File: src/rtl/query_patch_loader.sv
// query_patch_loader
// Pulls DATA_WIDTH-bit words from a show-ahead FIFO, packs PATCH_SIZE of them
// into one query patch and writes each patch into the query-patch memory at
// incrementing addresses. A load of NUM_QUERYS patches ends with a one-cycle
// done pulse. The memory port uses active-low chip select / write enable, the
// same format the debug path drives.
//
// FIFO handshake (show-ahead, valid/ready style): fifo_rempty_n acts as valid
// and fifo_rdata is the head word whenever it is high; fifo_deq acts as ready.
// A word is transferred in exactly the cycles where fifo_rempty_n and fifo_deq
// are both high. fifo_deq never rises without fifo_rempty_n, and the head word
// is sampled on the same clock edge that pops it.

module query_patch_loader #(
    parameter int DATA_WIDTH = 11,
    parameter int PATCH_SIZE = 5,
    parameter int NUM_QUERYS = 512,
    parameter int ADDR_WIDTH = 9
) (
    input  logic                             clk,
    input  logic                             rst_n,
    input  logic                             start,
    output logic                             busy,
    output logic                             done,
    input  logic                             fifo_rempty_n,
    input  logic [DATA_WIDTH-1:0]            fifo_rdata,
    output logic                             fifo_deq,
    output logic                             mem_csb0,
    output logic                             mem_web0,
    output logic [ADDR_WIDTH-1:0]            mem_addr0,
    output logic [DATA_WIDTH*PATCH_SIZE-1:0] mem_wpatch0
);

    localparam int PATCH_WIDTH = DATA_WIDTH * PATCH_SIZE;
    // Word index needs at least one bit even for single-word patches.
    localparam int IDX_W = (PATCH_SIZE > 1) ? $clog2(PATCH_SIZE) : 1;
    localparam logic [IDX_W-1:0]      LAST_IDX   = IDX_W'(PATCH_SIZE - 1);
    // NUM_QUERYS may equal 2**ADDR_WIDTH, so the last address always fits.
    localparam logic [ADDR_WIDTH-1:0] LAST_PATCH = ADDR_WIDTH'(NUM_QUERYS - 1);

    typedef enum logic [1:0] {
        IDLE  = 2'd0,
        LOAD  = 2'd1,
        WRITE = 2'd2,
        DONE  = 2'd3
    } state_t;

    state_t                  state;
    state_t                  state_nxt;
    logic [IDX_W-1:0]        idx;
    logic [IDX_W-1:0]        idx_nxt;
    logic [ADDR_WIDTH-1:0]   patch_cnt;
    logic [ADDR_WIDTH-1:0]   patch_cnt_nxt;
    logic [PATCH_WIDTH-1:0]  patch_reg;
    logic [PATCH_WIDTH-1:0]  patch_nxt;
    // High in the cycle of the last deq of a patch: the following cycle is
    // the memory write, so the memory port registers load from here.
    logic                    wr_issue;

    // State register; reset drops any partial patch and returns to IDLE.
    always_ff @(posedge clk or negedge rst_n) begin
        if (!rst_n) begin
            state <= IDLE;
        end else begin
            state <= state_nxt;
        end
    end

    // Next-state, FIFO pop, word placement and status decode.
    always_comb begin
        state_nxt     = state;
        idx_nxt       = idx;
        patch_cnt_nxt = patch_cnt;
        patch_nxt     = patch_reg;
        fifo_deq      = 1'b0;
        busy          = 1'b0;
        done          = 1'b0;
        wr_issue      = 1'b0;

        case (state)
            IDLE: begin
                if (start) begin
                    state_nxt     = LOAD;
                    idx_nxt       = '0;
                    patch_cnt_nxt = '0;
                end
            end

            LOAD: begin
                busy     = 1'b1;
                fifo_deq = fifo_rempty_n;
                if (fifo_rempty_n) begin
                    // Word k of a patch occupies bits [k*DATA_WIDTH +: DATA_WIDTH].
                    for (int i = 0; i < PATCH_SIZE; i++) begin
                        if (idx == IDX_W'(i)) begin
                            patch_nxt[i*DATA_WIDTH +: DATA_WIDTH] = fifo_rdata;
                        end
                    end
                    if (idx == LAST_IDX) begin
                        idx_nxt   = '0;
                        state_nxt = WRITE;
                        wr_issue  = 1'b1;
                    end else begin
                        idx_nxt = idx + IDX_W'(1);
                    end
                end
            end

            WRITE: begin
                busy = 1'b1;
                if (patch_cnt == LAST_PATCH) begin
                    state_nxt = DONE;
                end else begin
                    patch_cnt_nxt = patch_cnt + ADDR_WIDTH'(1);
                    state_nxt     = LOAD;
                end
            end

            DONE: begin
                done      = 1'b1;
                state_nxt = IDLE;
            end

            default: begin
                state_nxt = IDLE;
            end
        endcase
    end

    // Word index, patch counter and patch assembly register.
    always_ff @(posedge clk or negedge rst_n) begin
        if (!rst_n) begin
            idx       <= '0;
            patch_cnt <= '0;
            patch_reg <= '0;
        end else begin
            idx       <= idx_nxt;
            patch_cnt <= patch_cnt_nxt;
            patch_reg <= patch_nxt;
        end
    end

    // Registered memory port: strobes are low only in the WRITE cycle, and
    // address/data hold their last written values in between.
    always_ff @(posedge clk or negedge rst_n) begin
        if (!rst_n) begin
            mem_csb0    <= 1'b1;
            mem_web0    <= 1'b1;
            mem_addr0   <= '0;
            mem_wpatch0 <= '0;
        end else begin
            mem_csb0 <= ~wr_issue;
            mem_web0 <= ~wr_issue;
            if (wr_issue) begin
                mem_addr0   <= patch_cnt;
                mem_wpatch0 <= patch_nxt;
            end
        end
    end

endmodule

File: config.mk
export PLATFORM = sky130hd
export DESIGN_NAME = query_patch_loader
export DESIGN_NICKNAME = d
export VERILOG_FILES = /design/src/rtl/query_patch_loader.sv
export SDC_FILE = /design/constraint.sdc
export NUM_CORES = 1
export LEC_CHECK = 0
export CORE_UTILIZATION = 55
export DETAILED_ROUTE_END_ITERATION = 8
export GPL_TIMING_DRIVEN = 1
export PLACE_DENSITY_LB_ADDON = 0.3
export SETUP_SLACK_MARGIN = 0.1
export SLEW_MARGIN = 15
export SYNTH_ARGS = -nofsm -noshare
export SYNTH_HDL_FRONTEND = slang
export SYNTH_SLANG_ARGS = --single-unit
File: constraint.sdc
create_clock -name clk -period 3.2 [get_ports clk]
set_input_delay 0.48 -clock clk [delete_from_list [all_inputs] [get_ports clk]]
set_output_delay 0.48 -clock clk [all_outputs]
set_load 0.005 [all_outputs]
## Word-level counts from Yosys, hierarchy flattened

Index checks and enable logic that the tools add are counted.

| storage, ports and cells | value |
|---|---|
| register bits after elaboration | 134 |
| bits in latches | 0 |
| bits in writable memories | 0 |
| bits in read-only memories | 0 |
| bits of input ports | 15 |
| output and inout bits | 69 |
| logic and storage cells | 55 |
| memories kept | 0 |

| cells by class | value |
|---|---|
| $add $sub $neg | 2 |
| multipliers | 0 |
| divide/modulo/power cells | 0 |
| $lt $le $gt $ge | 0 |
| eq/ne operators | 12 |
| shift operators | 0 |
| multiplexer cells | 25 |
| bitwise logic cells | 1 |
| reductions and logical operators | 8 |

Operators by type and width:

| operator | number |
|---|---|
| 55-bit 2-to-1 mux | 2 |
| 11-bit 2-to-1 mux | 5 |
| 9-bit 2-to-1 mux | 2 |
| 9-bit case mux with 2 select lines | 1 |
| 9-bit by 1-bit adder with 9-bit output (second input constant) | 1 |
| 9-bit equality test (second input constant) | 1 |
| 3-bit 2-to-1 mux | 3 |
| 3-bit AND reduction | 3 |
| 2-bit 2-to-1 mux | 4 |
| 2-bit != test (second input constant) | 4 |
| 2-bit case mux with 4 select lines | 1 |
| 3-bit by 2-bit equality test with 1-bit output (second input constant) | 2 |
| 1-bit 2-to-1 mux | 6 |
| 3-bit case mux with 2 select lines | 1 |
| 2-bit equality test (second input constant) | 2 |
| 2-bit nonzero test | 2 |
| 3-bit by 1-bit adder with 3-bit output (second input constant) | 1 |
| 3-bit by 1-bit equality test with 1-bit output (second input constant) | 1 |
| 3-bit equality test (second input constant) | 1 |
| 3-bit zero test | 1 |
| 2-bit by 1-bit equality test with 1-bit output (second input constant) | 1 |
| 2-bit zero test | 1 |
| 2-bit OR reduction | 1 |
| 1-bit inverter | 1 |

## Longest topological paths before layout

Gate-level depths: netlist (run 1).

| depth | value |
|---|---|
| word-level depth | 5 |
| gate-level depth with buffers | 10 |
| depth with buffers taken out | 7 |

## Worst setup path after synthesis (run 1)

Ideal clock, no wire load.

| timing | value |
|---|---|
| path kind | register to register |
| start | register patch_cnt[0] |
| end | register patch_cnt[4] |
| setup time | 0.078 ns |
| arrival time | 1.831 ns |
| data required time | 3.122 ns |
| path slack | 1.291 ns |
| cell stages (with the launch flop) | 9 |
| buffers on the path | 1 |
| clock period less this slack | 1.909 ns |
| cells stage by stage | dfrtp_1 -> ha_1 -> nand3_1 -> nor2_1 -> ha_1 -> and2_1 -> buf_6 -> or4_1 -> a21boi_1 |

| between the ends | value |
|---|---|
| longest elaborated chain between the ends | 3 |
| elaborated cells on any way between the ends | 6 |
| classes of those cells | add/sub (1); eq/ne (2); mux (2); reduce/logical (1) |

Ends and longest elaborated chain:

| item | RTL line | RTL |
|---|---|---|
| from (decl) | 52 | `logic [ADDR_WIDTH-1:0] patch_cnt;` |
| from (signal assigned) | 138 | `patch_cnt <= patch_cnt_nxt;` |
| 9-bit by 1-bit adder with 9-bit output / 9-bit equality test (equally long branches) | 114, 111 |  |
| 9-bit 2-to-1 mux / 2-bit != test (equally long branches) | - |  |
| 9-bit case mux with 2 select lines / 3-bit AND reduction (equally long branches) | - |  |

Parallel ways exist; a longest one is shown, timed or not. The select of a mux whose other input is x is not followed.
A chain may end at the register's enable or synchronous reset.

## Worst setup path in the final report (run 1)

| timing | value |
|---|---|
| start | register state[1] |
| end | output port fifo_deq |

| between the ends | value |
|---|---|
| longest elaborated chain between the ends | 2 |

Ends and longest elaborated chain:

| item | RTL line | RTL |
|---|---|---|
| from (decl) | 48 | `state_t state;` |
| from (signal assigned) | 65 | `state <= state_nxt;` |
| 2-bit by 1-bit equality test with 1-bit output | 80 | `case (state)` |
| 1-bit 2-to-1 mux | 80 |  |
| to (decl) | 27 | `output logic fifo_deq,` |

No other way between the ends.

==> impl_metrics.toml, run 1 <==
[cts]
cts.sink_count = 123
clk_latency_ns = 0.51
cts_buffer_depth = 2
htreeDepth = 4
clk_pin_slew_worst_paths_ns = 0.06
post-cts-setup-buffers = 0
cts_tree = "built"
cts_root_buf = "clkbuf_8"
cts_buffers = 17
cts_hold_buf = 0
cts.repair.resized = 0

[route]
routed_via_density = 5.35
firstDrtPassIters = 4
antenna_left = 0
drt_drc_violations_left = 0
drt_wl_total_mm = 11.2
first_iter_violations = 212
detail_route.wl_per_cell_um = 17.8
vias = 3370

[sta]
hold_violations = 0
fin_crit_ns = 2.62
holdWs_ns = 0.0224
setup_tns_ns = 0
tightest_slew_ns = 0.777
fin_ws_ns = 0.580
fin_skew_ns = 0.00748
drv_slew = 0
fmax_ghz = 0.382
rsz0062_at_grt = "no"
setup_viol = 0
post-route-period-util_pct = 81.9
max-slew-margin-rel_pct = 48.1

[synth]
synth-seq-area-share_pct = 59.7
synth_seq_cells = 123
synth_edf_count = 0
syn-mean-instance-area_um2 = 12.1
yosysWarnings = 0
ys_async_sr_fraction_pct = 100
ys.flop_type = "dfrtp_1"
syn_area_um2 = 5160
mappedNetlistNets = 452
synthCells = 425
ys_types = 41

[critical_path]
worstPathArrival_ns = 2.14
max_stage_delay_ns = 0.49
path_buf_inv = 2
crit_family = "buffers and inverters"
cp_slowest_cell = "clkdlybuf4s50_1"
crit_chain = "inv_1, ha_1, and2_1, clkdlybuf4s50_1"
cp-start-kind = "flip-flop"
path_max_fanout = 10
crit_type = "flip-flop to output pin"
end_kind = "output pin"
worstPathRequired_ns = 2.72

[floorplan]
row_count = 34
core_area_um2 = 8890
start_util_pct = 58.0
fp.dieH_um = 98.8
pin_count = 84
fp.dieArea_um2 = 9770
dieWidth_um = 98.8

[outcome]
status = "completed"

[grt]
grt_usage_pct = 24.6
antenna_found_initial = 0
grt_pass1_vias = 3568
grt_max_degree = 71
grt_first_pass_wirelength_mm = 18.1
grt-ovfl-total = 0

[cells_and_area]
nets = 536
final-instance-count-excl-fill = 630
area_delta_synth_final_pct = 27.7
layout_common_cells = "nand2_1 (133), dfrtp_1 (122), clkdlybuf4s50_1 (82)"
diodes = 0
drive_gt1_share_pct = 15.7
largest_reg_flops = 55
final_common_cell = "nand2_1"

[pwr]
powerDensity_nw_per_um2 = 914
totalPowerFinal_mw = 6.02
peakVddDrop_mv = 0.432
power_leakage_nw = 3.24

[place]
place_ws_ns = 0.733
dpl.cell_count = 598
io_buffers = 83
dp_hpwl_mm = 6.98
gp_congestion = 0.840

[job]
cap_violations = 0

[hold_path]
hold_path_class = "input pin to async pin"
==> layout make-up <==
| cell class | count | area [µm²] |
|---|---|---|
| clock buffers | 23 | 477 |
| flip-flops and latches | 123 | 3080 |
| fillers | 552 | 2310 |
| clock inverters | 9 | 88.8 |
| repair buffers | 87 | 871 |
| multi-input cells | 270 | 1900 |
| inverters | 10 | 37.5 |
| well taps | 108 | 135 |
==> synth_stat cells, types with 2 or more instances <==
cell / instances / area [µm²]
a211oi_1: 2 / 15.0
a21boi_1: 2 / 15.0
and2_1: 2 / 12.5
buf_2: 11 / 55.1
buf_4: 7 / 52.6
buf_6: 3 / 33.8
dfrtp_1: 122 / 3050
ha_1: 12 / 150
inv_1: 9 / 33.8
mux2_1: 25 / 282
mux2_2: 21 / 236
mux2_4: 20 / 300
mux2i_1: 7 / 70.1
nand2_1: 133 / 499
nand2b_1: 5 / 31.3
nand3_1: 5 / 25.0
nor2_1: 6 / 22.5
nor2b_1: 2 / 12.5
nor4_1: 3 / 18.8
o21ai_0: 2 / 10.0
o21ai_1: 3 / 15.0
o2bb2ai_1: 2 / 17.5
o31ai_1: 2 / 15.0
or4_1: 2 / 15.0
==> cell families (layout without fill, tap and decap cells) <==
logic type	count (synthesis)	after routing	synth area share, %
buf+inv	32	129	3.54
fa+ha+maj	12	12	2.91
flops	123	123	59.7
compound gates	18	18	2.47
simple gates	166	166	13.9
mux	74	74	17.5
==> layer usage <==
layer  part of all wire, %  global-route usage (%)
met5                     0                       0
met4                   1.9                    10.7
met3                   4.7                    6.17
met2                    49                    39.1
met1                    45                    32.3
==> stage by stage <==
step                util [%]  instance area, µm²
finish                  74.1                6580
detailed placement      67.7                6020
CTS                     74.1                6580
floorplan                  -                5160
global route            74.1                6580
global placement        67.7                6020
==> worst reg2reg max path: cells and delay by family, from the launching register on <==
| family | cells | cell delay (ns) |
|---|---|---|
| mux | 2 | 0.77 |
| simple gates | 1 | 0.43 |
| fa+ha+maj | 1 | 0.42 |
| flops | 1 | 0.41 |
| buf+inv | 1 | 0.14 |
==> power by group <==
group | internal (mW) | switching, mW | total, mW
Combinational | 1.05 | 0.717 | 1.76
Sequential | 2.14 | 0.336 | 2.47
Clock | 1.11 | 0.669 | 1.78
Total | 4.30 | 1.72 | 6.02
==> path summary, 6_finish.rpt <==
check	startpoint	slack, ns	to	cells after the start
max	state[1]	0.58	fifo_deq	4
min	rst_n	0.02	mem_addr0[5]	1
max reg2reg	state[1]	0.92	mem_wpatch0[33]	5
min reg2reg	patch_reg[10]	0.46	mem_wpatch0[10]	2
max in group asynchronous	rst_n	2.35	mem_web0	2
min in group clk	patch_reg[10]	0.46	mem_wpatch0[10]	2
Power figures use the tool's default switching activity.
==> run 2, diff against run 1 <==
--- a/config.mk
+++ b/config.mk
@@ -5,7 +5,7 @@
 export SDC_FILE = /design/constraint.sdc
 export NUM_CORES = 1
 export LEC_CHECK = 0
-export CORE_UTILIZATION = 55
+export CORE_UTILIZATION = 48
 export DETAILED_ROUTE_END_ITERATION = 8
 export GPL_TIMING_DRIVEN = 1
 export PLACE_DENSITY_LB_ADDON = 0.3
==> constraint.sdc (replaced) <==
create_clock -name clk -period 2.4 [get_ports clk]
set_input_delay 0.36 -clock clk [delete_from_list [all_inputs] [get_ports clk]]
set_output_delay 0.36 -clock clk [all_outputs]
set_load 0.005 [all_outputs]
==> impl_metrics.toml, run 2 (synthesized netlist as in run 1, its figures left out) <==
[outcome]
status = "completed"

[sta]
drv_slew = 0
fin_crit_ns = 2.19
setup_tns_ns = 0
tightest_slew_ns = 0.778
hold_violations = 0
fin_skew_ns = 0.00741
post-route-period-util_pct = 91.3
setup_viol = 0
fmax_ghz = 0.456
rsz0062_at_grt = "no"
max-slew-margin-rel_pct = 48.0

[critical_path]
crit_chain = "inv_1, ha_1, clkdlybuf4s50_1"
worstPathArrival_ns = 1.83
cp_slowest_cell = "clkdlybuf4s50_1"
crit_type = "flip-flop to output pin"
max_stage_delay_ns = 0.49
path_max_fanout = 5
end_kind = "output pin"
cp-start-kind = "flip-flop"
worstPathRequired_ns = 2.04

[floorplan]
fp.dieH_um = 106
core_area_um2 = 10400
row_count = 37
pin_count = 84
dieWidth_um = 106
fp.dieArea_um2 = 11200
start_util_pct = 49.7

[grt]
antenna_found_initial = 0
grt_max_degree = 54
grt_first_pass_wirelength_mm = 18.1
grt-ovfl-total = 0
grt_usage_pct = 21.2
grt_pass1_vias = 3530

[route]
antenna_left = 0
firstDrtPassIters = 4
detail_route.wl_per_cell_um = 16.3
routed_via_density = 5.10
drt_drc_violations_left = 0
first_iter_violations = 162
drt_wl_total_mm = 10.8
vias = 3394

[cts]
cts_buffers = 17
cts_root_buf = "clkbuf_8"
clk_latency_ns = 0.51
cts.sink_count = 123
htreeDepth = 4
cts_tree = "built"
cts_buffer_depth = 2
clk_pin_slew_worst_paths_ns = 0.06

[place]
io_buffers = 83
dp_hpwl_mm = 7.11
gp_congestion = 0.805

[pwr]
power_leakage_nw = 3.30
powerDensity_nw_per_um2 = 1230
peakVddDrop_mv = 0.620

[cells_and_area]
diodes = 0
drive_gt1_share_pct = 17.4
final_core_util_pct = 64.9
final_common_cell = "nand2_1"
layout_common_cells = "nand2_1 (133), dfrtp_1 (122), clkdlybuf4s50_1 (82)"
area_delta_synth_final_pct = 30.6
largest_reg_flops = 55
nets = 543

[hold_path]
hold_path_class = "input pin to async pin"

[job]
cap_violations = 0
## run 2: through the flow
step | std cells | hold WS, ns | instance area, µm² | power (mW) | setup WS, ns
2_1_floorplan | 425 | 0.0644 | 5160 | 4.43 | 0.491
3_3_place_gp | 631 | 0.288 | 6090 | 5.51 | 0.249
3_5_place_dp | 631 | 0.289 | 6090 | 5.63 | 0.188
4_1_cts | 664 | 0.284 | 6730 | 8.33 | 0.117
5_1_grt | 665 | 0.297 | 6730 | 8.72 | 0.143
6_report | 665 | 0.287 | 6730 | 8.27 | 0.209
## run 2: timing repair
action                                  in CTS  in global routing
hold endpoints to repair                    22                  0
endpoints found under the setup margin       1                  1
hold buffers                                 1                  0
setup buffers                                0                  1
resized for setup                            3                  0
## run 2: cell type report
type                    instances  area [µm²]
well taps                     136         170
inverters                      10        37.5
clock inverters                14         184
repair buffers                 94         926
clock buffers                  18         428
fillers                       803        3640
flip-flops and latches        123        3080
multi-input cells             270        1910
## run 2: worst max-delay path, delay by kind of cell (launching register included)
family                   cells  cell delay [ns]
buffers and inverters        2             0.62
adder cells (fa/ha/maj)      1             0.30
flip-flops                   1             0.41
## run 2: final timing paths
check | start | to | slack (ns) | depth (start not counted)
min in group clk | patch_reg[8] | mem_wpatch0[8] | 0.46 | 2
hold / removal | rst_n | mem_wpatch0[18] | 0.29 | 2
max in group asynchronous | rst_n | mem_web0 | 1.44 | 3
setup reg to reg | patch_cnt[0] | patch_cnt[4] | 0.29 | 7
setup / recovery | state[0] | busy | 0.21 | 3
hold reg to reg | patch_reg[8] | mem_wpatch0[8] | 0.46 | 2
## run 2: layer usage
layer | track usage [%] | share of wire [%]
met5 | 0 | 0
met1 | 28.9 | 46
met2 | 32.9 | 48
met3 | 6.18 | 5.0
met4 | 6.45 | 0.80
## run 2: power breakdown
group / switching, mW / internal (mW) / total (mW) / leakage, nW
combinational: 0.941 / 1.41 / 2.35 / 1.38
clock: 0.996 / 1.64 / 2.63 / 0.299
sequential: 0.432 / 2.85 / 3.28 / 1.62
total: 2.37 / 5.90 / 8.27 / 3.30
